`config.mk`:
```
export PLATFORM = sky130hd
export DESIGN_NAME = mem_arbiter
export DESIGN_NICKNAME = d
export VERILOG_FILES = /design/src/rtl/mem_arbiter.sv
export SDC_FILE = /design/constraint.sdc
export NUM_CORES = 1
export LEC_CHECK = 0
export CAP_MARGIN = 20
export CORE_MARGIN = 10
export CORE_UTILIZATION = 30
export DETAILED_ROUTE_END_ITERATION = 8
export SLEW_MARGIN = 0
export SYNTH_ARGS = -nofsm -noshare
export SYNTH_HDL_FRONTEND = slang
export SYNTH_SLANG_ARGS = --single-unit
```
`constraint.sdc`:
```
create_clock -name CLK -period 3.96 [get_ports CLK]
set_input_delay 0.396 -clock CLK [delete_from_list [all_inputs] [get_ports CLK]]
set_output_delay 0.396 -clock CLK [all_outputs]
set_load 0.005 [all_outputs]
```
`src/rtl/mem_arbiter.sv`:
```
// mem_arbiter: shares one single-ported RAM between the instruction fetch
// path and the data load/store path. One access at a time, data first,
// with a bounded data streak so a pending fetch cannot starve.
module mem_arbiter #(
    parameter int unsigned MAX_DSTREAK = 4
) (
    input  logic        CLK,
    input  logic        RST,
    input  logic        iREN,
    input  logic [31:0] iaddr,
    output logic        ihit,
    output logic [31:0] iload,
    input  logic        dREN,
    input  logic        dWEN,
    input  logic [31:0] daddr,
    input  logic [31:0] dstore,
    output logic        dhit,
    output logic [31:0] dload,
    output logic        ram_ren,
    output logic        ram_wen,
    output logic [31:0] ram_addr,
    output logic [31:0] ram_store,
    input  logic [31:0] ram_load,
    input  logic        ram_rdy
);

    localparam int unsigned SW = 4;
    localparam logic [SW-1:0] STREAK_MAX = SW'(MAX_DSTREAK);

    typedef enum logic [1:0] {
        IDLE = 2'd0,
        IACC = 2'd1,
        DACC = 2'd2,
        RESP = 2'd3
    } state_t;

    state_t        state;
    state_t        next_state;
    logic [SW-1:0] streak;
    logic          is_write;
    logic          dgrant_c;
    logic          igrant_c;
    logic          write_nxt;
    logic          ren_nxt;
    logic          wen_nxt;
    logic          ihit_nxt;
    logic          dhit_nxt;

    // Arbitration in IDLE: data wins unless a fetch is waiting on a full streak
    always_comb begin
        dgrant_c = 1'b0;
        igrant_c = 1'b0;
        if (state == IDLE) begin
            dgrant_c = (dREN | dWEN) && !(iREN && (streak == STREAK_MAX));
            igrant_c = iREN && !dgrant_c;
        end
    end

    // State register
    always_ff @(posedge CLK) begin
        if (RST) begin
            state <= IDLE;
        end else begin
            state <= next_state;
        end
    end

    // Next-state logic
    always_comb begin
        next_state = state;
        case (state)
            IDLE: begin
                if (dgrant_c) begin
                    next_state = DACC;
                end else if (igrant_c) begin
                    next_state = IACC;
                end
            end
            IACC, DACC: begin
                if (ram_rdy) begin
                    next_state = RESP;
                end
            end
            RESP:    next_state = IDLE;
            default: next_state = IDLE;
        endcase
    end

    // Output decode: next-cycle values for the registered RAM enables and hits
    always_comb begin
        ren_nxt   = 1'b0;
        wen_nxt   = 1'b0;
        ihit_nxt  = 1'b0;
        dhit_nxt  = 1'b0;
        write_nxt = (state == IDLE) ? dWEN : is_write;
        case (next_state)
            IACC:    ren_nxt = 1'b1;
            DACC: begin
                wen_nxt = write_nxt;
                ren_nxt = !write_nxt;
            end
            default: begin
                ren_nxt = 1'b0;
                wen_nxt = 1'b0;
            end
        endcase
        if (ram_rdy && (state == IACC)) begin
            ihit_nxt = 1'b1;
        end
        if (ram_rdy && (state == DACC)) begin
            dhit_nxt = 1'b1;
        end
    end

    // Request latch, RAM port registers, load capture and hit pulses
    always_ff @(posedge CLK) begin
        if (RST) begin
            ram_ren   <= 1'b0;
            ram_wen   <= 1'b0;
            ram_addr  <= '0;
            ram_store <= '0;
            is_write  <= 1'b0;
            ihit      <= 1'b0;
            dhit      <= 1'b0;
            iload     <= '0;
            dload     <= '0;
        end else begin
            ram_ren <= ren_nxt;
            ram_wen <= wen_nxt;
            ihit    <= ihit_nxt;
            dhit    <= dhit_nxt;
            if (dgrant_c) begin
                ram_addr  <= daddr;
                ram_store <= dstore;
                is_write  <= dWEN;
            end else if (igrant_c) begin
                ram_addr <= iaddr;
            end
            if (ihit_nxt) begin
                iload <= ram_load;
            end
            if (dhit_nxt && !is_write) begin
                dload <= ram_load;
            end
        end
    end

    // Data streak counter: counts data grants made over a waiting fetch
    always_ff @(posedge CLK) begin
        if (RST) begin
            streak <= '0;
        end else if (dgrant_c) begin
            if (!iREN) begin
                streak <= '0;
            end else if (streak < STREAK_MAX) begin
                streak <= streak + SW'(1);
            end
        end else if (igrant_c) begin
            streak <= '0;
        end
    end

endmodule

```
==> out/qor_table.md <==
| Quantity | This run |
|:---|:---|
| Syn Inst Count | 712 |
| Routed length per instance | 17.0 um |
| Synth Area in Adders | 1.78% |
| Antenna violations before repair | 0 |
| P_leak | 3.19 nW |
| Horiz. Die Dim | 157 um |
| Total track usage | 15.7% |
| Starting utilization of the core area | 30.8% |
| # DRC | 0 |
| Actual transition at the worst max-transition pin | 0.961 ns |
| Number of flip-flops and latches in the synthesized netlist | 139 |
| Maxcap violations | 0 |
| Distinct cell type count of the synthesized netlist | 36 |
| Setup TNS | 0 ns |
| Leftover overflow at the end of global routing | 0 |
| I/O Buffers | 265 |
| Share of the synthesized netlist area taken by xor and xnor gates | 0% |
| Number of enable flip-flop cells after synthesis | 0 |
| Number of warnings printed during yosys synthesis | 0 |
| Class of the tightest hold or removal check | flip-flop to flip-flop |
| Final Setup Violations | 0 |
| Max Clock Skew | 0.00786 ns |
| Compound-gate portion of the synthesized area | 20.6% |
| DRC violation total after the first TritonRoute iteration | 221 |
| DR vias | 5519 |
| Wire length of the first global-routing pass | 30600 um |
| Share of synthesized area occupied by flip-flops and latches | 49.6% |
| Tightest slew margin relative to the limit | 35.9% |
| Cell taking the most area after synthesis | sky130_fd_sc_hd__dfxtp_1 |
| Synth Flop Type | sky130_fd_sc_hd__dfxtp_1 |
| Power Density | 571 mW/mm2 |
| Data arrival time of the critical path | 2.71 ns |
| Final Net Count | 1091 |
| Insertion delay of the later-clocked pin in the worst-skew pair | 0.42 ns |
| Worst hold stages | 2 |
| CP Cell Sequence | inv_1 > ha_1 > nand3_1 > buf_4 > a31oi_1 > inv_1 > ha_1 > a21oi_1 > nor3_1 |
| TritonCTS buffer count | 17 |
| PnR Total Power | 0.00508 W |
| Synth-to-Final Area Change | 58.6% |
| Required time of the critical path | 4.22 ns |
| Share of the clock period used by the worst path after layout | 61.9% |
| CP Launch Type | flip-flop |
| Top area cells in the synthesized netlist | sky130_fd_sc_hd__dfxtp_1 50%, sky130_fd_sc_hd__nand2_1 13%, sky130_fd_sc_hd__a21oi_1 8.9%, sky130_fd_sc_hd__a211oi_1 4.3%, sky130_fd_sc_hd__nor2b_1 3.7% |
| Crit-path max cell delay | 0.65 ns |
| Critical Path Slowest Stage Cell | sky130_fd_sc_hd__ha_1 |
| I/O Pins | 266 |
| First-pass DRT Iterations | 5 |
| Critical register-to-register path startpoint | state[0] |
| Mux contribution to synthesized area | 0.178% |
| Number of hold violations in the final report | 0 |
| Critical path class | flip-flop to flip-flop |
| Final hold slack | 0.451 ns |
| Detail Placement HPWL | 14400 um |
| Endpoint of the worst-slack reg-to-reg timing path | ram_ren |
| Peak supply drop | 0.333 mV |
| Achievable clock frequency | 408 MHz |
| Outcome | finished, final reports clean |
| Fill cell instance count of the final layout | 1773 |
| Core footprint | 0.0182 mm2 |
| Worst hold path endpoint | iload[5] |
| Top-area cell type share of the netlist area | 49.6% |
| Worst reg-to-reg path cell count | 9 |
| Clock-pin slew on the worst setup and hold paths | 0.06 ns |
| Minimum clock period | 2.45 ns |
| Clock root buffer | sky130_fd_sc_hd__clkbuf_16 |
| Pin count of the biggest net entering global routing | 89 |
| Inserted Diodes | 0 |
| Worst-case clock buffer depth | 2 |
| Vias/cell | 4.63 |
| Sink count of the clock tree | 139 |
| Netlist Area Pre-Place | 0.00561 mm2 |
| CTS tree | built |
| Post-cts repair resize count | 0 |
| Post CTS Setup Buffer Count | 0 |
| Ys async rst share | 0% |
| Simple-gate share of the synthesized area | 21.9% |
| Net count after synthesis | 854 |
| Kind of end point of the critical path | flip-flop |
| Maximum net fanout on the critical path | 33 |
| Startpoint of the most critical hold path | iload[5] |
| Post-synthesis average cell area | 7.88 um2 |
| Die Ht | 157 um |
| Die outline area | 0.0246 mm2 |
| Max Slew Vio Count | 0 |
| Number of core rows | 49 |
| Main combinational cell family by area after synthesis | simple AND/OR/NAND/NOR gates |
| Post-route ant nets | 0 |
| Share of post-route cells with drive strength above 1 | 5.09% |
| Vias in the first global route | 5284 |
| Sum of routed wire length over all layers | 20300 um |
| Cts hold-fix bufs | 0 |
| Setup repair after global routing missed its margin | false |
| H-Tree Level Count | 4 |
| Final estimated routing congestion in global placement | 0.756 |
| Slack of the worst reg-to-reg path | 1.51 ns |
## critical path, delay by kind of cell (launching register included)
family | cells | cell delay, ns
adders and majority gates | 2 | 0.85
buffers and inverters | 3 | 0.48
AOI/OAI and AO/OA | 2 | 0.45
DFF | 1 | 0.32
and+or+nand+nor | 2 | 0.19
## worst max path at each step
| stage | startpoint | to | slack [ns] | cells after the start |
|---|---|---|---|---|
| global placement | dWEN | ram_ren | 1.48 | 9 |
| detailed placement | iREN | ram_ren | 1.42 | 7 |
| floorplan | state[0] | ram_ren | 2.13 | 8 |
| finish | state[0] | ram_ren | 1.51 | 9 |
| CTS | state[0] | ram_ren | 1.48 | 9 |
| global route | state[0] | ram_ren | 1.28 | 9 |
## report_power, final
group | internal, W | total [W] | switching, W | leakage (nW)
sequential | 0.00169 | 0.00184 | 0.000147 | 1.14
combinational | 0.000863 | 0.00170 | 0.000836 | 1.78
clock | 0.000942 | 0.00154 | 0.000603 | 0.277
## layout make-up
cell class,count,area (um2),share of cell area [%]
clock buffer,21,450,5.06
clock inverter,11,121,1.36
inverter,7,26.3,0.295
multi-input combinational,508,2500,28.1
sequential,139,2780,31.3
tap,229,287,3.22
timing repair buffer,276,2730,30.7
## cells in the mapped netlist, drive strengths merged, types with 2 or more instances
library cell / n
nand2b: 2
clkbuf: 32
nor3: 2
o21ai: 69
nor3b: 2
nor2b: 33
or2: 2
buf: 26
nand3: 2
inv: 7
nor2: 43
nand2: 197
a211oi: 33
a21oi: 100
ha: 8
dfxtp: 139
nand4: 3
## sequential cells by signal (all words and copies together) (netlist names), 2 cells and up
register   flops
state          2
streak         4
dload         32
iload         32
ram_addr      32
ram_store     32
## cell usage in the layout, fill, tap and decap left out, types with 3 or more instances in the layout
cell type,instances
sky130_fd_sc_hd__clkdlybuf4s50_1,264
sky130_fd_sc_hd__nand2_1,196
sky130_fd_sc_hd__dfxtp_1,139
sky130_fd_sc_hd__a21oi_1,100
sky130_fd_sc_hd__nor2_1,41
sky130_fd_sc_hd__o21ai_1,41
sky130_fd_sc_hd__nor2b_1,33
sky130_fd_sc_hd__a211oi_1,32
sky130_fd_sc_hd__o21ai_0,28
sky130_fd_sc_hd__clkbuf_16,17
sky130_fd_sc_hd__buf_4,12
sky130_fd_sc_hd__ha_1,8
sky130_fd_sc_hd__inv_1,7
sky130_fd_sc_hd__clkinv_2,4
sky130_fd_sc_hd__nand4_1,3
sky130_fd_sc_hd__clkbuf_1,3
sky130_fd_sc_hd__clkinv_4,3
## routing by layer
metal | track usage, % | share of wire (%) | vias to the layer above
met5 | 0 | 0 | -
met4 | 4.58 | 1.3 | 0
met3 | 6.00 | 7.7 | 12
met2 | 26.4 | 49 | 156
met1 | 18.1 | 42 | 2509
li1 | - | - | 2842
## per-stage QoR
stage / cells / setup WS [ns] / util (%) / area (um2)
after floorplan: 712 / 2.13 / - / 5610
after CTS: 1191 / 1.48 / 48.9 / 8900
after detailed placement: 1159 / 1.42 / 45.8 / 8330
after global routing: 1191 / 1.28 / 48.9 / 8900
final: 1191 / 1.51 / 48.9 / 8900
after global placement: 1159 / 1.48 / 45.8 / 8330
## logic make-up (layout without fill, tap and decap cells)
group | after synthesis | count (layout)
and+or+nand+nor | 290 | 290
AOI/OAI and AO/OA | 209 | 209
DFF | 139 | 139
buffers and inverters | 65 | 315
adders and majority gates | 8 | 8
muxes | 1 | 1
(Power assumes the default switching activity.)
==> RTL edit: new RTL, config.mk and constraints unchanged <==
Encoding of `state_t`: now one-hot (4 bits for 4 states).
--- a/src/rtl/mem_arbiter.sv
+++ b/src/rtl/mem_arbiter.sv
@@ -27,11 +27,11 @@
     localparam int unsigned SW = 4;
     localparam logic [SW-1:0] STREAK_MAX = SW'(MAX_DSTREAK);
 
-    typedef enum logic [1:0] {
-        IDLE = 2'd0,
-        IACC = 2'd1,
-        DACC = 2'd2,
-        RESP = 2'd3
+    typedef enum logic [3:0] {
+        IDLE = 4'b0001,
+        IACC = 4'b0010,
+        DACC = 4'b0100,
+        RESP = 4'b1000
     } state_t;
 
     state_t        state;
Check against the original RTL: no difference found for any inputs over 10 cycles, from zero or initial values and one cycle with RST high; not proved beyond that.
==> RTL edit against the original RTL <==
Global-route usage rose by 0.25 points; critical endpoint is now ram_addr[15]; highest routed layer unchanged; sequential cell count rose by 2; sequential share of layout area rose by 0.67 points; wire length fell by 3.0%; first-iteration DRC count fell by 1.4%; final area fell by 0.67%; area after synthesis fell by 3.5%; setup slack improved by 0.072 ns; largest cell class unchanged.
Power is not compared: it rests on default switching activity, and its combinational part moved more than twofold at a synthesized area within 25%.
==> RTL edit: results (changes against the original RTL) <==
stage;metric;value;unit;change
critical_path;kind of cell adding the most delay to the critical path;simple AND/OR/NAND/NOR gates;;
final_layout;Final nets;1049;;-3.8%
global_route;total track usage;0.159;;+0.00246
place;Inst Count DP;1123;;-3.1%
critical_path;CP max stage delay;0.77;ns;+0.12 ns
route;1st-iter DRT viols;218;;-1.4%
route;wire per inst;17.0;um;about the same
synth;syn avg cell area;8.05;um^2;+2.1%
route;final wirelength;19700;um;-3.0%
place;Post-DP HPWL;13800;um;-4.3%
route;met3 wire length;2170;um;+39%
synth;Yosys cell types;39;;+8.3%
global_route;vias in the first global route;5251;;-0.62%
synth;top cells by area, synth;dfxtp_1 (52%), nand2_1 (16%), a21oi_1 (12%);;
route;WL met1;8500;um;-0.16%
synth;net count of the mapped netlist;809;;-5.3%
place;routability congestion estimate;0.756;;about the same
global_route;first-pass GRT wire length;30500;um;-0.23%
synth;top cells by count, synth;nand2_1 (230), dfxtp_1 (141), a21oi_1 (130);;
critical_path;Crit-path slowest cell;and2_1;;
critical_path;r2r setup slk;1.58;ns;+0.07 ns
timing;final hold slack;0.451;ns;+0.000137 ns
route;vias;5368;;-2.7%
status;outcome;complete, no violations;;
global_route;met3 Usage GRT;0.0882;;+0.0282
critical_path;crit-path max FO;23;;-30%
route;Pre-Repair DR Iteration Count;4;;-1
global_route;met1 usage;0.188;;+0.00741
timing;Clock Skews;0.0141;ns;+0.00628 ns
global_route;M2 GR Usage;0.245;;-0.0187
## RTL edit: layout make-up
class | instances | area, um^2
clock buffers | 23 | 488
clock inverters | 9 | 133
fillers | 1743 | 9000
inverters | 4 | 15.0
multi-input cells | 475 | 2370
flip-flops and latches | 141 | 2820
well taps | 229 | 287
repair buffers | 274 | 2730
## RTL edit: worst paths after layout
path / from / endpoint / depth (start not counted)
setup reg to reg: state[0] / ram_addr[15] / 5
hold / removal: dload[13] / dload[13] / 2
setup / recovery: state[0] / ram_addr[15] / 5
hold reg to reg: dload[13] / dload[13] / 2
## RTL edit: through the flow
stage	instance area [um^2]	power, mW	worst slack [ns]
2_1_floorplan	5420	1.98	2.07
3_3_place_gp	8220	2.42	1.40
3_5_place_dp	8220	2.42	1.32
4_1_cts	8840	4.12	1.53
5_1_grt	8840	4.25	1.34
6_report	8840	4.05	1.58
## RTL edit: cells by family (layout without fill, tap and decap cells)
family	Yosys count	after routing	share of synthesized area
muxes	1	1	0.00185
DFF	141	141	0.521
adders and majority gates	2	2	0.00462
and+or+nand+nor	301	301	0.229
AOI/OAI and AO/OA	170	170	0.198
xor gates and xnor gates	1	1	0.00162
buffers and inverters	57	310	0.0441
## RTL edit: worst register-to-register path: stages, from the launching register on
cell and delay [ns]:
dfxtp_1 0.46, nor4b_2 0.48, and2_1 0.77, buf_4 0.33
nand2_1 0.08, a211oi_1 0.19
## RTL edit: report_power, final
| group | internal (mW) | switching, mW |
|---|---|---|
| Combinational | 0.421 | 0.370 |
| Clock | 1.06 | 0.613 |
| Sequential | 1.53 | 0.0596 |
